==> src/rtl/rr_arb8_32_pkg.sv <==
// rtl/rr_arb8_32_pkg.sv - shared types, sizes and one-hot decode for rr_arb8_32
// Purpose: FSM state encoding, requester count / select width, 3-to-8 one-hot decode.
// Ports: none (package).
package rr_arb8_32_pkg;

  localparam int N_REQ = 8;
  localparam int SEL_W = 3;

  typedef enum logic {
    ST_IDLE  = 1'b0,
    ST_GRANT = 1'b1
  } state_t;

  function automatic logic [N_REQ-1:0] onehot8(input logic [SEL_W-1:0] idx);
    logic [N_REQ-1:0] v;
    v = '0;
    v[idx] = 1'b1;
    return v;
  endfunction

endpackage

==> src/rtl/mux8_32.sv <==
// rtl/mux8_32.sv - 8:1 multiplexer of 32-bit words with 3-bit select
// Purpose: datapath word select.
// Ports:
//   i_sel [2:0]        select
//   i_d0..i_d7 [31:0]  input words
//   o_data [31:0]      selected word
module mux8_32 (
  input  logic [2:0]  i_sel,
  input  logic [31:0] i_d0,
  input  logic [31:0] i_d1,
  input  logic [31:0] i_d2,
  input  logic [31:0] i_d3,
  input  logic [31:0] i_d4,
  input  logic [31:0] i_d5,
  input  logic [31:0] i_d6,
  input  logic [31:0] i_d7,
  output logic [31:0] o_data
);

  always_comb begin
    case (i_sel)
      3'd0:    o_data = i_d0;
      3'd1:    o_data = i_d1;
      3'd2:    o_data = i_d2;
      3'd3:    o_data = i_d3;
      3'd4:    o_data = i_d4;
      3'd5:    o_data = i_d5;
      3'd6:    o_data = i_d6;
      default: o_data = i_d7;
    endcase
  end

endmodule

==> src/rtl/rr_pick8.sv <==
// rtl/rr_pick8.sv - combinational round-robin winner pick for 8 requesters
// Purpose: first set request scanning ptr, ptr+1, ... wrapping 7->0.
// Ports:
//   i_req    [7:0]  request vector
//   i_ptr    [2:0]  highest-priority index
//   o_winner [2:0]  selected index (0 when no request)
//   o_any           any request present
module rr_pick8
  import rr_arb8_32_pkg::*;
(
  input  logic [N_REQ-1:0] i_req,
  input  logic [SEL_W-1:0] i_ptr,
  output logic [SEL_W-1:0] o_winner,
  output logic             o_any
);

  logic [SEL_W-1:0] w_idx;
  logic [SEL_W-1:0] w_win;

  // Offsets are visited from the lowest priority back to the highest, so the
  // last hit (the closest index at or after ptr) is what remains in w_win.
  // The 3-bit add wraps modulo 8, which undoes the rotation.
  always_comb begin
    w_idx = '0;
    w_win = '0;
    for (int k = N_REQ - 1; k >= 0; k--) begin
      w_idx = i_ptr + SEL_W'(k);
      if (i_req[w_idx]) begin
        w_win = w_idx;
      end
    end
  end

  assign o_winner = w_win;
  assign o_any    = |i_req;

endmodule

==> src/rtl/rr_arb8_32.sv <==
// rtl/rr_arb8_32.sv - round-robin arbiter, 8 requesters onto one 32-bit valid/ready sink
// Purpose: picks a winner, selects its word through mux8_32, handshakes downstream
//          and returns a one-hot ack to the winner.
// Optional feature macro: ARB_LOCK_EN (burst lock input and lock counter).
// Ports:
//   clk, rst_n           clock, asynchronous active-low reset
//   req [7:0]            per-requester request
//   d0..d7 [31:0]        per-requester data words
//   lock [7:0]           per-requester burst lock (ARB_LOCK_EN only)
//   out_valid            out_data valid
//   out_ready            sink accepts
//   out_data [31:0]      granted word
//   out_sel [2:0]        granted index (registered)
//   grant [7:0]          one-hot of out_sel while granting
//   ack [7:0]            one-hot handshake return to the winner
module rr_arb8_32
  import rr_arb8_32_pkg::*;
#(
  parameter int RESET_PTR = 0
`ifdef ARB_LOCK_EN
  , parameter int MAX_LOCK = 4
`endif
) (
  input  logic              clk,
  input  logic              rst_n,
  input  logic [N_REQ-1:0]  req,
  input  logic [31:0]       d0,
  input  logic [31:0]       d1,
  input  logic [31:0]       d2,
  input  logic [31:0]       d3,
  input  logic [31:0]       d4,
  input  logic [31:0]       d5,
  input  logic [31:0]       d6,
  input  logic [31:0]       d7,
`ifdef ARB_LOCK_EN
  input  logic [N_REQ-1:0]  lock,
`endif
  output logic              out_valid,
  input  logic              out_ready,
  output logic [31:0]       out_data,
  output logic [SEL_W-1:0]  out_sel,
  output logic [N_REQ-1:0]  grant,
  output logic [N_REQ-1:0]  ack
);

  state_t           r_state;
  state_t           w_nxt_state;
  logic [SEL_W-1:0] r_out_sel;
  logic [SEL_W-1:0] w_nxt_sel;
  logic [SEL_W-1:0] r_ptr;
  logic [SEL_W-1:0] w_nxt_ptr;
  logic [SEL_W-1:0] w_winner;
  logic             w_any;
  logic             w_valid;
  logic             w_hs;
`ifdef ARB_LOCK_EN
  logic [3:0]       r_lock_cnt;
  logic [3:0]       w_nxt_lock_cnt;
`endif

  rr_pick8 u_pick (
    .i_req    (req),
    .i_ptr    (r_ptr),
    .o_winner (w_winner),
    .o_any    (w_any)
  );

  mux8_32 u_mux (
    .i_sel  (r_out_sel),
    .i_d0   (d0),
    .i_d1   (d1),
    .i_d2   (d2),
    .i_d3   (d3),
    .i_d4   (d4),
    .i_d5   (d5),
    .i_d6   (d6),
    .i_d7   (d7),
    .o_data (out_data)
  );

  // Outputs are decoded from the registered state so an asynchronous reset
  // clears valid/grant/ack at once, without waiting for a clock edge.
  assign w_valid   = (r_state == ST_GRANT) && req[r_out_sel];
  assign w_hs      = w_valid && out_ready;
  assign out_valid = w_valid;
  assign out_sel   = r_out_sel;
  assign grant     = (r_state == ST_GRANT) ? onehot8(r_out_sel) : '0;
  assign ack       = w_hs ? onehot8(r_out_sel) : '0;

  always_ff @(posedge clk or negedge rst_n) begin
    if (!rst_n) begin
      r_state    <= ST_IDLE;
      r_out_sel  <= '0;
      r_ptr      <= SEL_W'(RESET_PTR);
`ifdef ARB_LOCK_EN
      r_lock_cnt <= '0;
`endif
    end else begin
      r_state    <= w_nxt_state;
      r_out_sel  <= w_nxt_sel;
      r_ptr      <= w_nxt_ptr;
`ifdef ARB_LOCK_EN
      r_lock_cnt <= w_nxt_lock_cnt;
`endif
    end
  end

  always_comb begin
    w_nxt_state = r_state;
    w_nxt_sel   = r_out_sel;
    w_nxt_ptr   = r_ptr;
`ifdef ARB_LOCK_EN
    w_nxt_lock_cnt = r_lock_cnt;
`endif
    case (r_state)
      ST_IDLE: begin
        if (w_any) begin
          w_nxt_sel   = w_winner;
          w_nxt_state = ST_GRANT;
        end
      end
      ST_GRANT: begin
        if (!req[r_out_sel]) begin
          // Withdrawal: give up the slot without moving priority.
          w_nxt_state = ST_IDLE;
`ifdef ARB_LOCK_EN
          w_nxt_lock_cnt = '0;
`endif
        end else if (w_hs) begin
`ifdef ARB_LOCK_EN
          if (lock[r_out_sel] && (r_lock_cnt < 4'(MAX_LOCK - 1))) begin
            // Locked burst: keep the grant, no IDLE bubble.
            w_nxt_lock_cnt = r_lock_cnt + 4'd1;
          end else begin
            w_nxt_lock_cnt = '0;
            w_nxt_ptr      = r_out_sel + SEL_W'(1);
            w_nxt_state    = ST_IDLE;
          end
`else
          w_nxt_ptr   = r_out_sel + SEL_W'(1);
          w_nxt_state = ST_IDLE;
`endif
        end
      end
      default: w_nxt_state = ST_IDLE;
    endcase
  end

endmodule

==> config.mk <==
export PLATFORM = sky130hd
export DESIGN_NAME = rr_arb8_32
export DESIGN_NICKNAME = d
export VERILOG_FILES = /design/src/rtl/rr_arb8_32_pkg.sv /design/src/rtl/mux8_32.sv /design/src/rtl/rr_pick8.sv /design/src/rtl/rr_arb8_32.sv
export SDC_FILE = /design/constraint.sdc
export NUM_CORES = 1
export LEC_CHECK = 0
export ABC_CLOCK_PERIOD_IN_PS = 3200
export CORE_AREA = 2 2 122 124
export CTS_CLUSTER_SIZE = 8
export DETAILED_ROUTE_END_ITERATION = 12
export DIE_AREA = 0 0 124 126
export PLACE_DENSITY = 0.64
export SYNTH_ARGS = -nofsm -noshare
export SYNTH_HDL_FRONTEND = slang
export SYNTH_SLANG_ARGS = --single-unit
==> constraint.sdc <==
create_clock -name clk -period 3.2 [get_ports clk]
set_clock_uncertainty 0.15 [all_clocks]
set_input_delay 0.48 -clock clk [delete_from_list [all_inputs] [get_ports clk]]
set_output_delay 0.48 -clock clk [all_outputs]
set_load 0.005 [all_outputs]
Word-level counts from Yosys, hierarchy flattened

Cells that the tools add are included.

Bits in registers: 7
Input port bits: 267
Output and inout bits: 52
Word-level logic and storage cells: 70

Add/subtract/negate cells: 8
$lt $le $gt $ge: 10
Eq/ne operators: 6
Muxes and demuxes: 35
Bitwise logic cells: 1
Reductions and logical operators: 7

Operators with widths:

| operator                                                                            | count |
|---|---|
| 32-bit case mux with 7 select lines                                                 | 1 |
| 3-bit by 4-bit less-than comparator with 1-bit output, second input constant        | 9 |
| 1-bit binary-select mux with 3-bit select                                           | 9 |
| 3-bit two-way mux                                                                   | 8 |
| 8-bit two-way mux                                                                   | 2 |
| 1-bit two-way mux                                                                   | 13 |
| 3-bit adder, second input constant                                                  | 4 |
| 3-bit equality test, second input constant                                          | 3 |
| 8-bit OR reduction                                                                  | 1 |
| 3-bit by 1-bit adder with 3-bit output, second input constant                       | 2 |
| 3-bit by 2-bit adder with 3-bit output, second input constant                       | 2 |
| 3-bit by 2-bit equality test with 1-bit output, second input constant               | 2 |
| 1-bit demux with 3-bit select                                                       | 1 |
| 3-bit by 1-bit equality test with 1-bit output, second input constant               | 1 |
| 3-bit by 1-bit greater-or-equal comparator with 1-bit output, second input constant | 1 |
| 1-bit logical AND                                                                   | 3 |
| 3-bit logical NOT                                                                   | 1 |
| 3-bit AND reduction                                                                 | 1 |
| 1-bit case mux with 2 select lines                                                  | 1 |
| 2-bit AND reduction                                                                 | 1 |
| 1-bit inverter                                                                      | 1 |

Longest topological paths before layout

Gate-level depths: netlist of run 1.

Word-level depth: 11
Depth in mapped cells: 11

Cells and area by module

From an unflattened synthesis of run 1, not the netlist that was laid out.

Cells, all modules: 441
Area total of the unflattened synthesis: 3254.4 um^2

By module, submodules not included:

| module     | instances | cells each | area an instance (um^2) |
|---|---|---|---|
| mux8_32    | 1         | 294        | 1936.9 |
| rr_pick8   | 1         | 85         | 792.0 |
| rr_arb8_32 | 1         | 62         | 525.5 |

Least setup slack after synthesis of run 1

No wires, ideal clock.

Path kind: register -> output
From: register r_out_sel[2], in the netlist out_sel[2]
To: output port out_data[20]
Arrival: 2.404 ns
Required time: 2.570 ns
Setup slack: 0.166 ns
Cell stages (with the launch flop): 11
Path buffers: 5
Path through: dfrtp_1 -> clkbuf_1 -> inv_2 -> buf_1 -> ha_1 -> clkbuf_1 -> or4_1 -> clkbuf_1 -> clkbuf_1 -> o2111ai_1 -> o21a_1

Cells in the longest elaborated chain, start to end: 2
Elaborated cells on any way between the ends: 8
Classes of those cells: eq/ne: 6; mux: 1; reduce/logical: 1

Ends and longest elaborated chain:

| what                                        | RTL line          | RTL |
|---|---|---|
| start, declared                             | rr_arb8_32.sv:48  | `logic [SEL_W-1:0] r_out_sel;` |
| start signal, assigned                      | rr_arb8_32.sv:100 | `r_out_sel <= w_nxt_sel;` |
| 3-bit equality test (tied with other cells) | mux8_32.sv:21     | `case (i_sel)` |
| 32-bit case mux with 7 select lines *       | mux8_32.sv:21     |  |
| end, declared                               | rr_arb8_32.sv:40  | `output logic [31:0] out_data,` |

Every way passes the cells marked *; elsewhere a longest branch is shown, timed or not.

Worst setup path in the final report of run 1

From: register r_out_sel[0], in the netlist out_sel[0]
To: output port out_data[17]

The elaborated chain is that of the path after synthesis.

==> impl_metrics.toml, run 1 <==
[run_status]
outcome = "finished, violations left"
failed_checks = "negative setup slack"

[critical_path]
critPathMaxFanout = 26
required_ns = 2.57
crit_arrival_ns = 2.57
crit_type = "reg2out"
cp-end-kind = "output port"
cp-start-kind = "flop"

[routing]
dr.pass1.iters = 6
wl_per_cell_um = 23.8
routed_wirelength_um = 20800
drt_iter0_drc = 403
drc = 0
ant_nets = 0
vias_per_cell = 5.44
num_vias = 4736

[placed_design]
port-buffer-count = 318
dp_hpwl_um = 15900
place_ws_ns = -0.0448
place.gp.congestion = 0.931
place_area_um2 = 6330

[power]
vdd_drop_max_mv = 0.523
total_leakage_power_nw = 2.52
powerDensity_nw_per_um2 = 916

[sta]
maxSlewHeadroom_pct = 64.0
grt_setup_unrepaired = "yes"
hold_slack_ns = 0.369
clock.fmax_mhz = 312
period_minus_slack_ns = 3.20
fin_crit_sh_pct = 100
drv_slew = 0
tightest_slew_ns = 0.539
fin_ws_ns = -0.00139
setup_viol_count_final = 1
hold_viol = 0

[min_path]
hold_path_class = "in2async"

[logic_synthesis]
ys_top_cells_by_area = "a22oi_1 14%, a222oi_1 12%, o2111ai_1 8.3%, mux4_2 7.3%, o21a_1 7.1%"
synth_top_family_by_area = "compound AO/OA/AOI/OAI gates"
synth-xor-area-share_pct = 1.27
yosysTopAreaCell = "a22oi_1"
synth_top_area_share_pct = 14.1
synthCells = 362
synth_seq_cells = 7
ys_seq_area_share_pct = 6.35
synth_fa_ha_area_share_pct = 3.17
ys_types = 49
yosys-mux-area-fraction_pct = 13.7
synth_edf_count = 0
synth_warnings = 0
synth_async_sr_flop_share_pct = 100
synthFlopType = "dfrtp_1"
synthSimpleGateAreaFrac_pct = 11.4
synth-compound-area-share_pct = 56.3
synthesis.nets = 636
syn_area_um2 = 2760
synth.avg_cell_area_um2 = 7.62

[global_route]
grt_pass1_vias = 4659
grt_first_pass_wirelength_um = 28000
grtUsageTotal_pct = 23.7
grt_max_degree = 35
overflow = 0
antenna_found_initial = 1

[floorplanning]
io_pins = 319
dieArea_um2 = 15600
core.rowCount = 44
die_width_um = 124
core_um2 = 14300
die_height_um = 126
initial_core_util_pct = 19.3

[clocking]
cts-buffers-inserted = 3
cts_tree = "built"
hold_buffers = 0
cts.clk_slew.worst_paths_ns = 0.04
cts_root_buf = "clkbuf_16"
cts_max_path_buffers = 2
clock_sinks = 7
clock_latency_ns = 0.23
htreeDepth = 1

[job]
drv_cap = 0

[final_layout]
multi_input_area_um2 = 2440
layout-drive-gt1-share_pct = 11.7
area_growth_pct = 144
fill_cells = 1380
postLayoutCellArea_um2 = 6720
register_area_um2 = 175
layout.nets = 961
-- kinds of logic after synthesis --
logic type	Yosys count
XOR/XNOR	4
AO/OA/AOI/OAI	196
multiplexers	21
flip-flops	7
AND/OR/NAND/NOR	73
buffers and inverters	54
adder cells (fa/ha/maj)	7
-- stage by stage --
stage          util, %  std cells  total power [mW]  setup TNS, ns
6_report          47.0        871              6.16       -0.00139
5_1_grt           46.9        870              6.59         -0.115
4_1_cts           45.1        860              5.84         -0.302
3_5_place_dp      44.2        854              5.53        -0.0518
3_3_place_gp      44.2        854              5.49        -0.0424
2_1_floorplan        -        362              2.90              0
-- worst max-delay path: stages, from the launching register on --
cell and delay, ns:
dfrtp_1 0.40, buf_6 0.15, ha_4 0.17, or4_4 0.63
buf_12 0.17, buf_16 0.16, o21a_1 0.18, clkdlybuf4s50_1 0.47
-- sequential cells by signal (all words and copies together), names as in the netlist --
signal / cells
r_state: 1
out_sel: 3
r_ptr: 3
-- layer usage --
metal	track usage, %	share of wire (%)	up-vias
met5	0	0	-
met4	3.04	0.95	0
met3	7.02	11	16
met2	39.7	47	264
met1	30.8	41	2245
li1	-	-	2211
-- layout by cell type (no fill, tap or decap), drive strengths merged, types with 3 or more instances in the layout --
cell	n
a2111oi	3
dlymetal6s2s	13
dlygate4sd2	12
a22oi	52
a221oi	13
nor4	3
nor3	5
o21ai	8
dfrtp	7
ha	7
nor2	27
mux2i	7
inv	7
nand2	26
nand3	3
buf	44
a222oi	32
mux4	12
o21a	26
a21oi	18
nor2b	6
clkdlybuf4s50	292
clkbuf	8
o2111ai	26
-- power by group --
part | total, mW | leakage, nW | internal (mW) | switching, mW
combinational | 5.75 | 2.40 | 2.91 | 2.84
clock | 0.214 | 0.0382 | 0.166 | 0.0480
sequential | 0.196 | 0.0809 | 0.136 | 0.0591
total | 6.16 | 2.52 | 3.21 | 2.95
-- synthesized netlist by cell type (all sizes together), types with 8 or more instances --
master    n
o2111ai  26
a21oi    18
nand2    26
o21a     26
nor2     27
a222oi   32
a221oi   13
mux4     12
a22oi    52
clkbuf   39
o21ai     8
-- what timing repair did --
| action | CTS | global route |
|---|---|---|
| cloned | 1 | 4 |
| setup buffers | 1 | 6 |
| pin swaps | 1 | 3 |
| endpoints found under the setup margin | 32 | 24 |
| gates resized for setup | 20 | 29 |
-- path summary, 6_finish.rpt --
check / from / end / slack [ns] / cells after the start
min in group clk: r_ptr[0]$_DFFE_PN0P_ / r_ptr[0]$_DFFE_PN0P_ / 0.48 / 2
setup / recovery: out_sel[0]$_DFFE_PN0P_ / out_data[17] / -0.001 / 7
hold reg to reg: r_ptr[0]$_DFFE_PN0P_ / r_ptr[0]$_DFFE_PN0P_ / 0.48 / 2
setup reg to reg: r_ptr[1]$_DFFE_PN0P_ / out_sel[1]$_DFFE_PN0P_ / 0.55 / 8
max in group asynchronous: rst_n / r_ptr[1]$_DFFE_PN0P_ / 2.28 / 1
hold / removal: rst_n / out_sel[1]$_DFFE_PN0P_ / 0.37 / 1
-- cell type report --
cell class / count / area share (%)
Tap cell: 184 / 3.42
Antenna cell: 1 / 0.0372
Multi-Input combinational cell: 301 / 36.3
Sequential cell: 7 / 2.61
Timing Repair Buffer: 366 / 56.0
Clock buffer: 4 / 1.17
Inverter: 8 / 0.447
(Power assumes the default switching activity.)
==> run 2: changes to the inputs <==
--- a/config.mk
+++ b/config.mk
@@ -6,6 +6,7 @@
 export NUM_CORES = 1
 export LEC_CHECK = 0
 export ABC_CLOCK_PERIOD_IN_PS = 3200
+export CAP_MARGIN = 15
 export CORE_AREA = 2 2 122 124
 export CTS_CLUSTER_SIZE = 8
 export DETAILED_ROUTE_END_ITERATION = 12
==> results of run 2 <==
Same layout as run 1: the final DEF is identical, and so are final timing and power.
==> run 3: changes to the inputs <==
--- a/config.mk
+++ b/config.mk
@@ -6,7 +6,7 @@
 export NUM_CORES = 1
 export LEC_CHECK = 0
 export ABC_CLOCK_PERIOD_IN_PS = 3200
-export CAP_MARGIN = 15
+export CAP_MARGIN = 40
 export CORE_AREA = 2 2 122 124
 export CTS_CLUSTER_SIZE = 8
 export DETAILED_ROUTE_END_ITERATION = 12
==> results of run 3 <==
Same layout as run 1: the final DEF is identical, and so are final timing and power.
